`src/rtl/muxuns_lane_scheduler_pkg.sv`:
```
// Shared definitions for the lane scheduler: default word width, FSM state
// encoding and the width helper used to size pointers and counters.
package muxuns_pkg;

    localparam int DEF_DATA_W = 32;

    typedef enum logic {
        WAIT0 = 1'b0,
        WAIT1 = 1'b1
    } state_e;

    function automatic int clog2(input int n);
        int r;
        r = 0;
        while ((1 << r) < n) r++;
        return r;
    endfunction

endpackage

```
`src/rtl/muxuns_lane_scheduler_if.sv`:
```
// Lane inputs, output handshake and status flags of the lane scheduler.
// The slave modport is the scheduler; the master modport is its environment.
interface muxuns_lane_scheduler_if #(
    parameter int DATA_W = muxuns_pkg::DEF_DATA_W
);
    logic [DATA_W-1:0] lane_in0;
    logic              valid_in0;
    logic [DATA_W-1:0] lane_in1;
    logic              valid_in1;
    logic              ready_out;
    logic [DATA_W-1:0] data_out;
    logic              valid_out;
    logic              sel;
    logic              full0;
    logic              full1;
    logic              overflow;
    logic              order_err;

    modport master (
        output lane_in0, valid_in0, lane_in1, valid_in1, ready_out,
        input  data_out, valid_out, sel, full0, full1, overflow, order_err
    );

    modport slave (
        input  lane_in0, valid_in0, lane_in1, valid_in1, ready_out,
        output data_out, valid_out, sel, full0, full1, overflow, order_err
    );
endinterface

```
`src/rtl/muxuns_lane_scheduler_fifo.sv`:
```
// Per-lane FIFO: small register array with asynchronous clear. Pushes are
// ignored while full, pops while empty; full is registered from the next count.
module uns_lane_fifo
    import muxuns_pkg::*;
#(
    parameter int DATA_W = DEF_DATA_W,
    parameter int DEPTH  = 4,
    localparam int PTR_W = clog2(DEPTH),
    localparam int CNT_W = PTR_W + 1
) (
    input  logic              clk,
    input  logic              reset,
    input  logic              push,
    input  logic [DATA_W-1:0] din,
    input  logic              pop,
    output logic [DATA_W-1:0] dout,
    output logic [CNT_W-1:0]  count,
    output logic              full,
    output logic              empty
);
    logic [DATA_W-1:0] mem_q [DEPTH];
    logic [PTR_W-1:0]  wr_ptr_q;
    logic [PTR_W-1:0]  rd_ptr_q;
    logic [CNT_W-1:0]  count_q;
    logic [CNT_W-1:0]  count_d;
    logic              full_q;
    logic              do_push;
    logic              do_pop;

    assign empty   = (count_q == '0);
    assign do_push = push && !full_q;
    assign do_pop  = pop && !empty;

    // NOTE: every always_comb output gets a default first so no path leaves it unassigned (no latch).
    always_comb begin
        count_d = count_q;
        case ({do_push, do_pop})
            2'b10:   count_d = count_q + 1'b1;
            2'b01:   count_d = count_q - 1'b1;
            default: count_d = count_q;
        endcase
    end

    // NOTE: the array is cleared on reset too; it is only a few flops and reset must discard buffered words.
    always_ff @(posedge clk or posedge reset) begin
        if (reset) begin
            for (int i = 0; i < DEPTH; i++) mem_q[i] <= '0;
            wr_ptr_q <= '0;
            rd_ptr_q <= '0;
            count_q  <= '0;
            full_q   <= 1'b0;
        end else begin
            // NOTE: sequential state uses non-blocking assignments so every flop samples pre-edge values.
            if (do_push) begin
                mem_q[wr_ptr_q] <= din;
                wr_ptr_q        <= wr_ptr_q + 1'b1;
            end
            if (do_pop) rd_ptr_q <= rd_ptr_q + 1'b1;
            count_q <= count_d;
            full_q  <= (count_d == CNT_W'(DEPTH));
        end
    end

    assign dout  = mem_q[rd_ptr_q];
    assign count = count_q;
    assign full  = full_q;

endmodule

```
`src/rtl/muxuns_lane_scheduler.sv`:
```
// Merges two striped lanes back into one in-order stream: alternating pops,
// registered valid/ready output, and a resync skip when the expected lane starves.
module muxuns_lane_scheduler
    import muxuns_pkg::*;
#(
    parameter int DATA_W = DEF_DATA_W,
    parameter int DEPTH  = 4,
    localparam int CNT_W = clog2(DEPTH) + 1
) (
    input  logic clk,
    input  logic reset,
    muxuns_lane_scheduler_if.slave bus
);
    state_e            state_q, state_d;
    logic [DATA_W-1:0] data_q, data_d;
    logic              valid_q, valid_d;
    logic              ovf_q, ovf_d;
    logic              err_q, err_d;
    logic              pop0, pop1;
    logic              slot_free;
    logic [DATA_W-1:0] dout0, dout1;
    logic [CNT_W-1:0]  count0, count1;
    logic              full0, full1, empty0, empty1;

    uns_lane_fifo #(.DATA_W(DATA_W), .DEPTH(DEPTH)) u_fifo0 (
        .clk(clk), .reset(reset), .push(bus.valid_in0), .din(bus.lane_in0),
        .pop(pop0), .dout(dout0), .count(count0), .full(full0), .empty(empty0)
    );

    uns_lane_fifo #(.DATA_W(DATA_W), .DEPTH(DEPTH)) u_fifo1 (
        .clk(clk), .reset(reset), .push(bus.valid_in1), .din(bus.lane_in1),
        .pop(pop1), .dout(dout1), .count(count1), .full(full1), .empty(empty1)
    );

    assign slot_free = !valid_q || bus.ready_out;

    always_comb begin
        state_d = state_q;
        data_d  = data_q;
        valid_d = valid_q && !bus.ready_out;
        err_d   = err_q;
        pop0    = 1'b0;
        pop1    = 1'b0;
        unique case (state_q)
            WAIT0: begin
                if (!empty0 && slot_free) begin
                    pop0    = 1'b1;
                    data_d  = dout0;
                    valid_d = 1'b1;
                    state_d = WAIT1;
                end else if (empty0 && full1) begin
                    // Lane 0 starved while lane 1 backs up: skip to regain order.
                    err_d   = 1'b1;
                    state_d = WAIT1;
                end
            end
            WAIT1: begin
                if (!empty1 && slot_free) begin
                    pop1    = 1'b1;
                    data_d  = dout1;
                    valid_d = 1'b1;
                    state_d = WAIT0;
                end else if (empty1 && full0) begin
                    err_d   = 1'b1;
                    state_d = WAIT0;
                end
            end
        endcase
        // A word offered to a full lane is dropped by the FIFO; remember it.
        ovf_d = ovf_q
              || (bus.valid_in0 && (count0 == CNT_W'(DEPTH)))
              || (bus.valid_in1 && (count1 == CNT_W'(DEPTH)));
    end

    always_ff @(posedge clk or posedge reset) begin
        if (reset) begin
            state_q <= WAIT0;
            data_q  <= '0;
            valid_q <= 1'b0;
            ovf_q   <= 1'b0;
            err_q   <= 1'b0;
        end else begin
            state_q <= state_d;
            data_q  <= data_d;
            valid_q <= valid_d;
            ovf_q   <= ovf_d;
            err_q   <= err_d;
        end
    end

    assign bus.data_out  = data_q;
    assign bus.valid_out = valid_q;
    assign bus.sel       = (state_q == WAIT1);
    assign bus.full0     = full0;
    assign bus.full1     = full1;
    assign bus.overflow  = ovf_q;
    assign bus.order_err = err_q;

endmodule
```
`src/flat_wrapper.sv`:
```
// flat-port wrapper written by rule: the top's interface ports become plain ports
module muxuns_lane_scheduler_flat import muxuns_pkg::*;
#(
    parameter int DATA_W = DEF_DATA_W,
    parameter int DEPTH  = 4,
    localparam int CNT_W = clog2(DEPTH) + 1
)
  (clk, reset, bus_lane_in0, bus_valid_in0, bus_lane_in1, bus_valid_in1, bus_ready_out, bus_data_out, bus_valid_out, bus_sel, bus_full0, bus_full1, bus_overflow, bus_order_err);
  muxuns_lane_scheduler_if #(.DATA_W(DATA_W)) bus_i ();
  input  logic clk;
  input  logic reset;
  input wire logic [$bits(bus_i.lane_in0)-1:0] bus_lane_in0;
  input wire logic [$bits(bus_i.valid_in0)-1:0] bus_valid_in0;
  input wire logic [$bits(bus_i.lane_in1)-1:0] bus_lane_in1;
  input wire logic [$bits(bus_i.valid_in1)-1:0] bus_valid_in1;
  input wire logic [$bits(bus_i.ready_out)-1:0] bus_ready_out;
  output wire logic [$bits(bus_i.data_out)-1:0] bus_data_out;
  output wire logic [$bits(bus_i.valid_out)-1:0] bus_valid_out;
  output wire logic [$bits(bus_i.sel)-1:0] bus_sel;
  output wire logic [$bits(bus_i.full0)-1:0] bus_full0;
  output wire logic [$bits(bus_i.full1)-1:0] bus_full1;
  output wire logic [$bits(bus_i.overflow)-1:0] bus_overflow;
  output wire logic [$bits(bus_i.order_err)-1:0] bus_order_err;
  assign bus_i.lane_in0 = bus_lane_in0;
  assign bus_i.valid_in0 = bus_valid_in0;
  assign bus_i.lane_in1 = bus_lane_in1;
  assign bus_i.valid_in1 = bus_valid_in1;
  assign bus_i.ready_out = bus_ready_out;
  assign bus_data_out = bus_i.data_out;
  assign bus_valid_out = bus_i.valid_out;
  assign bus_sel = bus_i.sel;
  assign bus_full0 = bus_i.full0;
  assign bus_full1 = bus_i.full1;
  assign bus_overflow = bus_i.overflow;
  assign bus_order_err = bus_i.order_err;
  muxuns_lane_scheduler #(.DATA_W(DATA_W), .DEPTH(DEPTH)) u_core (.clk(clk), .reset(reset), .bus(bus_i));
endmodule
```
`config.mk`:
```
export PLATFORM = sky130hd
export DESIGN_NAME = muxuns_lane_scheduler_flat
export DESIGN_NICKNAME = d
export VERILOG_FILES = /design/src/rtl/muxuns_lane_scheduler_pkg.sv /design/src/rtl/muxuns_lane_scheduler_if.sv /design/src/rtl/muxuns_lane_scheduler_fifo.sv /design/src/rtl/muxuns_lane_scheduler.sv /design/src/flat_wrapper.sv
export SDC_FILE = /design/constraint.sdc
export NUM_CORES = 1
export LEC_CHECK = 0
export CAP_MARGIN = 25
export CORE_ASPECT_RATIO = 0.7
export CORE_UTILIZATION = 30
export CTS_BUF_LIST = sky130_fd_sc_hd__clkbuf_8
export DETAILED_ROUTE_END_ITERATION = 8
export MAX_ROUTING_LAYER = met4
export SLEW_MARGIN = 20
export SYNTH_ARGS = -nofsm -noshare
export SYNTH_HDL_FRONTEND = slang
export SYNTH_HIERARCHICAL = 1
export SYNTH_SLANG_ARGS = --single-unit
```
`constraint.sdc`:
```
create_clock -name clk -period 11.8 [get_ports clk]
set_clock_uncertainty 0.05 [all_clocks]
set_input_delay 1.77 -clock clk [delete_from_list [all_inputs] [get_ports clk]]
set_output_delay 1.77 -clock clk [all_outputs]
set_load 0.02 [all_outputs]
```
# After elaboration in Yosys (flattened, before gate mapping)
# Cells that the tools add are included.
# Widths: inputs -> output; s select.
# totals
output_inout_bits	38
memories	0
latchBits	0
register_bits	308
mem_bits_ro	0
wordCells	114
ram_bits	0
# classes
n_div	0
n_lt_le_gt_ge	6
n_mux	34
multipliers	0
shifts	0
n_reduce_logical	26
addsub	8
bitwise	5
eq_ne	14
# op_table
cell	n
$bwmux 128	2
$mux 32	8
$bmux 32 s2	2
$demux 32 s2	2
$pmux 32 s2	1
$mux 1	14
$logic_and 1x1->1	13
$eq 3x3->1 const B	4
$ge 3x3->1 const B	4
$not 2->3	4
$pmux 3 s2	2
$add 2x1->2 const B	4
$ne 2x2->1 const B	4
$add 3x1->3 const B	2
$logic_not 1->1	6
$logic_not 3->1	2
$lt 3x1->1 const B	2
$pmux 1 s2	3
$sub 3x1->3 const B	2
$eq 2x1->1 const B	2
$eq 2x2->1 const B	2
$ne 2x1->1 const B	2
$reduce_and 4->1	1
$logic_or 1x1->1	3
2 further kinds	2

# Depth between registers and ports, before layout
# Gate-level depths: netlist (run 1).
# depth
depth_word	9
mapped_depth	9

# Hierarchy
# Netlist (run 1), hierarchy kept.
# by_module_without_submodules
mod	area_per_inst_um2	cells_each	seq_area_each_um2	instances
uns_lane_fifo	6638.9	350	3403.3	2
muxuns_lane_scheduler	1789.2	168	900.9	1

# Worst setup path before layout (run 1)
# No wires, ideal clock.
# synth_timing
path_kind	input-to-reg
from	input port bus_ready_out
to	register u_core.u_fifo1.full_q, in the netlist u_core/u_fifo1/full
arrival_ps	3466
slack_ps	8190
n_path_buf	0
stages	9
path_cell_list	nor2b_1 nor3b_1 o31a_1 ha_1 inv_1 fa_1 xor2_1 or3_1 a211oi_1
# synth_between
elab_chain_len	8
elab_cells_between_ends	9
# synth_rtl
item	line_no	text
start: declaration	flat_wrapper.sv:16	input wire logic [$bits(bus_i.ready_out)-1:0] bus_ready_out;
$logic_or 1x1->1 *	muxuns_lane_scheduler.sv:35	assign slot_free = !valid_q || bus.ready_out;
$logic_and 1x1->1 *	muxuns_lane_scheduler.sv:58	if (!empty1 && slot_free) begin
$mux 1 *	muxuns_lane_scheduler.sv:58	
$mux 1 *	muxuns_lane_scheduler.sv:44	unique case (state_q)
via u_core.pop1	muxuns_lane_scheduler.sv:19	logic pop0, pop1;
$logic_and 1x1->1 *	muxuns_lane_scheduler_fifo.sv:32	assign do_pop = pop && !empty;
via u_core.u_fifo1.do_pop	muxuns_lane_scheduler_fifo.sv:28	logic do_pop;
$eq 2x1->1 / $eq 2x2->1 (equally long branches)	muxuns_lane_scheduler_fifo.sv:37	case ({do_push, do_pop})
$pmux 3 s2 *	muxuns_lane_scheduler_fifo.sv:37	
$eq 3x3->1 *	muxuns_lane_scheduler_fifo.sv:60	full_q <= (count_d == CNT_W'(DEPTH));
end signal: assignment	muxuns_lane_scheduler_fifo.sv:60	
end: declaration	muxuns_lane_scheduler_fifo.sv:26	logic full_q;
# The timed path passes the listed nets; every way through them passes the cells marked *.
# A chain may end at the register's enable or synchronous reset.

# Worst setup path in the final report (run 1)
# Same ends and word-level chain as after synthesis.

==> results of run 1 <==
-- worst max-delay path, stage by stage --
cell             delay (ns)
clkdlybuf4s50_1        0.47
nor2b_1                0.08
nor3b_1                0.19
o31a_1                 0.22
ha_1                   0.21
inv_1                  0.07
fa_1                   0.37
xor2_1                 0.16
or3_1                  0.33
a211oi_1               0.23
-- registers in the layout (all words and copies together) (netlist names), 3 cells and up --
register / cells
u_core/bus.data_out: 32
u_core/u_fifo0/count: 3
u_core/u_fifo0/mem_q: 128
u_core/u_fifo1/count: 3
u_core/u_fifo1/mem_q: 128
-- power breakdown --
part / switching [W] / internal, W
registers: 0.000315 / 0.00161
logic: 0.000974 / 0.00139
clock network: 0.000433 / 0.000567
-- cells in the final DEF (no fill, tap or decap), types with 6 or more instances in the layout --
master,netlist,final
nand2_8,8,8
inv_1,15,27
diode_2,0,12
a21oi_1,32,32
a31oi_1,33,33
buf_4,6,11
clkbuf_8,0,73
ha_1,10,10
xnor2_1,6,6
mux2_2,16,16
dfrtp_1,308,305
mux4_2,64,64
clkinv_2,0,6
nand2_1,9,9
mux2i_1,35,34
mux2_4,240,240
clkdlybuf4s50_1,0,106
-- per-stage QoR --
step	worst slack (ns)	area, um2	hold WS [ns]	utilization, %
3_3_place_gp	7.58	16300	0.421	33.0
4_1_cts	8.21	17400	0.443	35.3
2_1_floorplan	6.34	15100	0.424	-
6_report	8.16	17500	0.435	35.4
5_1_grt	8.03	17500	0.456	35.4
3_5_place_dp	7.57	16300	0.429	33.0
-- cells in the mapped netlist (6+ instances only) --
| master | count |
|---|---|
| mux4_2 | 64 |
| buf_12 | 26 |
| inv_1 | 15 |
| a21oi_1 | 32 |
| a31oi_1 | 33 |
| buf_4 | 6 |
| mux2_2 | 16 |
| nand2_1 | 9 |
| mux2_4 | 240 |
| mux2i_1 | 35 |
| xnor2_1 | 6 |
| buf_2 | 16 |
| clkbuf_1 | 6 |
| buf_6 | 6 |
| ha_1 | 10 |
| dfrtp_1 | 308 |
| nand2_8 | 8 |
-- metal layers --
layer  up-vias  share of wire, %
li1       3465                 -
met1      4065                51
met2       162                42
met3        53               5.8
met4         0               1.5
met5         -                 0
-- layout make-up --
cell class / instances / area [um2]
diodes: 12 / 30.0
clock buffers: 73 / 1000
clock inverters: 21 / 113
fillers: 4578 / 31900
inverters: 15 / 61.3
multi-input cells: 485 / 6580
flip-flops and latches: 308 / 7710
well taps: 665 / 832
repair buffers: 118 / 1160
-- path summary, 6_finish.rpt --
check | slack, ns | startpoint | to | cells past startpoint
worst max-delay path | 8.16 | bus_ready_out | u_core/u_fifo1/full | 10
worst min-delay path | 0.44 | u_core/bus.order_err | u_core/bus.order_err | 1
worst max register to register | 8.93 | u_core/bus.sel | u_core/u_fifo1/full | 9
worst min register to register | 0.44 | u_core/bus.order_err | u_core/bus.order_err | 1
max in group asynchronous | 8.42 | reset | u_core/u_fifo0/mem_q[19] | 4
min in group asynchronous | 1.55 | reset | u_core/u_fifo0/mem_q[116] | 2
-- kinds of logic (layout without fill, tap and decap cells) --
family          after synthesis  after routing  share of synthesized area (%)
buf+inv                      75            227                           5.26
compound gates               78             78                           3.03
flops                       308            308                           51.2
simple gates                 30             30                           1.88
fa+ha+maj                    12             12                           1.10
mux                         355            355                           37.0
xor+xnor                     10             10                          0.581
other cells                   0             12                              0
==> reports/results.ini, run 1 <==
[global_route]
antenna_found_initial = 12
grt_pass1_wl_um = 51900
grt_max_degree = 79
met2_usage_pct = 18.2
grtUsageMet3_pct = 3.87
grt_overflow = 0
met1_usage_pct = 19.6
grt_use_total_pct = 13.5
grt_pass1_vias = 8237
grt-busiest-layer = met1

[detailed_routing]
vias = 7745
drt_wl_total_um = 33000
drt-pass1-iter-count = 5
drcViolationCount = 0
drt_iter0_drc = 368
ant_nets = 0
via_per_inst = 4.56
wl_per_cell_um = 19.4

[synthesis]
synth_top_area_share_pct = 51.2
synth.area.top_cells = dfrtp_1, mux2_4, mux4_2
yosysSeqAreaShare_pct = 51.2
synth_fp_nets = 949
synth_flop_cell = dfrtp_1
ys_ff_latch = 308
yosys.area.top_type = dfrtp_1
netlist_instances = 868
synth_edf_count = 0
syn_avg_cell_area_um2 = 17.4
ys_types = 34
syn_area_mm2 = 0.0151
yosys_warnings = 6
async_flop_share_pct = 100

[floorplanning]
die_w_um = 270
start_util_pct = 30.5
core_mm2 = 0.0494
die_y_um = 190
rows = 68
die_area_mm2 = 0.0511
io_pins = 107

[place]
placed_cells_incl_taps = 1590
hpwl_um = 21000
gp_congestion = 0.802
port-buffer-count = 106

[finish]
syn2layout_area_growth_pct = 16.1
final_cells = 1697
final_nets = 1064
drive_above_1_share_pct = 42.1

[sta]
fmax_mhz = 274
finalHoldViolCount = 0
tns_ns = 0
finalSetupViolCount = 0
slew-limit-headroom_pct = 44.9
rsz0062_at_grt = false
finalCritPeriodShare_pct = 30.9
period_needed_ns = 3.64
worst_slew_pin_slew_ns = 0.827
maxSlewViolCount = 0

[setup_path]
worst_ep_arrival_time_ns = 4.09
crit_required_ns = 12.24
cp_max_fo = 4
start_kind = input port
critPathCaptureType = flop
critical_path_class = in -> reg

[power_and_ir_drop]
total_power_w = 0.00529
p_leak_nw = 8.04
powerDensity_mw_per_mm2 = 302
peakVddDrop_mv = 0.124

[cts]
cts_hold_buf = 0
cts_buffers = 55
ctsResizeCount = 0
clkTransAtPathRegs_ns = 0.06
cts_buffer_depth = 3
htree_levels = 2
cts_tree = done
cts.sink_count = 308
cts_root_buf = clkbuf_8
postCtsSetupRepairBufs = 0
clk_latency_ns = 0.59

[run]
max-cap-violations = 0

[worst_hold_path]
hold_class = reg -> reg

[status]
outcome = finished, final reports clean

Note: power is estimated with default switching activity, not from simulation.
==> inputs of run 2 (changes only) <==
==> constraint.sdc (replaced) <==
create_clock -name clk -period 2.9 [get_ports clk]
set_clock_uncertainty 0.05 [all_clocks]
set_input_delay 0.435 -clock clk [delete_from_list [all_inputs] [get_ports clk]]
set_output_delay 0.435 -clock clk [all_outputs]
set_load 0.02 [all_outputs]
==> run 2 against run 1 <==
Combinational power grew to 4.1 times the previous value; register-to-register slack lost 8.6 ns; sequential power grew to 4.1 times the previous value; count of clock-buffer cells in the layout shrank 6; die area is the same; largest power group unchanged.
==> reports/results.ini, run 2 (synthesized netlist as in run 1, its figures left out) <==
[setup_path]
critPathCaptureType = primary output
crit_required_ns = 2.41
cp_max_fo = 34
worst_ep_arrival_time_ns = 2.26
start_kind = flop
critical_path_class = reg -> out

[floorplanning]
die_area_mm2 = 0.0511
start_util_pct = 30.5
io_pins = 107
rows = 68
core_mm2 = 0.0494
die_w_um = 270
die_y_um = 190

[finish]
final_nets = 1074
nFillCells = 4622
final_cell_mix = dfrtp_1, mux2_4, clkdlybuf4s50_1
final_common_cell = dfrtp_1
drive_above_1_share_pct = 42.0
final_area_mm2 = 0.0176
seqCellArea_mm2 = 0.00771
syn2layout_area_growth_pct = 16.7
multi_input_area_mm2 = 0.00658

[cts]
cts_tree = done
clkTransAtPathRegs_ns = 0.06
postCtsSetupRepairBufs = 0
cts_root_buf = clkbuf_8
cts_hold_buf = 0
htree_levels = 2
cts_buffer_depth = 3
ctsResizeCount = 0
cts.sink_count = 308
cts_buffers = 53
clk_latency_ns = 0.61

[detailed_routing]
wl_per_cell_um = 20.0
ant_nets = 0
vias = 7821
via_per_inst = 4.60
drt-pass1-iter-count = 5
drt_iter0_drc = 324
drt_wl_total_um = 34000
drcViolationCount = 0

[sta]
hold_ws_ns = 0.252
finalSetupViolCount = 0
maxSlewViolCount = 0
final.setup.worst_slack_ns = 0.159
period_needed_ns = 2.74
slew-limit-headroom_pct = 57.4
fmax_mhz = 365
finalCritPeriodShare_pct = 94.5
tns_ns = 0
finalHoldViolCount = 0
rsz0062_at_grt = false
worst_slew_pin_slew_ns = 0.638

[worst_hold_path]
hold_class = in -> async

[power_and_ir_drop]
p_leak_nw = 8.08
total_power_w = 0.0215
peakVddDrop_mv = 0.461
powerDensity_mw_per_mm2 = 1220

[place]
hpwl_um = 22400
post-place-ws_ns = -0.0762
dpl_cell_area_mm2 = 0.0165
port-buffer-count = 106
gp_congestion = 0.763

[status]
outcome = finished, final reports clean

[global_route]
antenna_found_initial = 7
grt_max_degree = 66
grt_pass1_wl_um = 53500
grt_use_total_pct = 14.0
grt_pass1_vias = 8405
grt_overflow = 0

[run]
max-cap-violations = 0

-- run 2: cell count changes in the layout (fill, tap and decap cells not counted), moves of 2 or more --
| cell | previous run | this run |
|---|---|---|
| inv_1 | 27 | 32 |
| clkinvlp_4 | 0 | 3 |
| inv_4 | 2 | 0 |
| buf_4 | 11 | 16 |
| inv_6 | 0 | 2 |
| diode_2 | 12 | 7 |
| clkbuf_8 | 73 | 67 |
| buf_12 | 1 | 8 |
| clkinv_2 | 6 | 1 |
-- run 2: path summary, 6_finish.rpt --
| check | from | endpoint | slack (ns) | depth (start not counted) |
|---|---|---|---|---|
| setup / recovery | u_core/bus.sel | bus_sel | 0.16 | 2 |
| hold / removal | reset | u_core/u_fifo1/mem_q[48] | 0.25 | 2 |
| setup reg to reg | u_core/bus.valid_out | u_core/u_fifo0/full | 0.33 | 9 |
| hold reg to reg | u_core/u_fifo1/mem_q[19] | u_core/u_fifo1/mem_q[19] | 0.45 | 1 |
| max in group asynchronous | reset | u_core/u_fifo1/mem_q[8] | 1.75 | 3 |
| min in group clk | bus_valid_in1 | u_core/bus.overflow | 0.44 | 3 |
-- run 2: final cells by class --
type	instances	share of cell area [%]
antenna	7	0.0997
clock buffer	67	5.25
clock inverter	24	0.598
inverter	15	0.363
multi-input combinational	485	37.5
sequential	308	43.9
tap	665	4.73
timing repair buffer	130	7.63
-- run 2: power by group --
part	leakage (nW)	total (W)	switching, W	internal (W)
combinational	3.85	0.00973	0.00394	0.00579
clock	0.601	0.00381	0.00175	0.00206
sequential	3.63	0.00792	0.00138	0.00654
total	8.08	0.0215	0.00707	0.0144
-- run 2: worst max-delay path, stage by stage, from the launching register on --
cell,delay [ns]
dfrtp_2,0.41
buf_4,0.51
clkdlybuf4s50_1,0.72
-- run 2: stage by stage --
step	util, %	std cells
after floorplan	-	868
after detailed placement	33.4	1603
after CTS	35.5	1694
final	35.6	1701
after global routing	35.6	1701
after global placement	33.4	1603
-- run 2: metal layers --
layer | vias up | track usage, % | wire length [um]
met4 | 0 | 3.45 | 613
met3 | 56 | 3.92 | 1910
met1 | 4136 | 20.7 | 17400
met2 | 160 | 18.4 | 14000
li1 | 3469 | - | -
met5 | - | - | 0
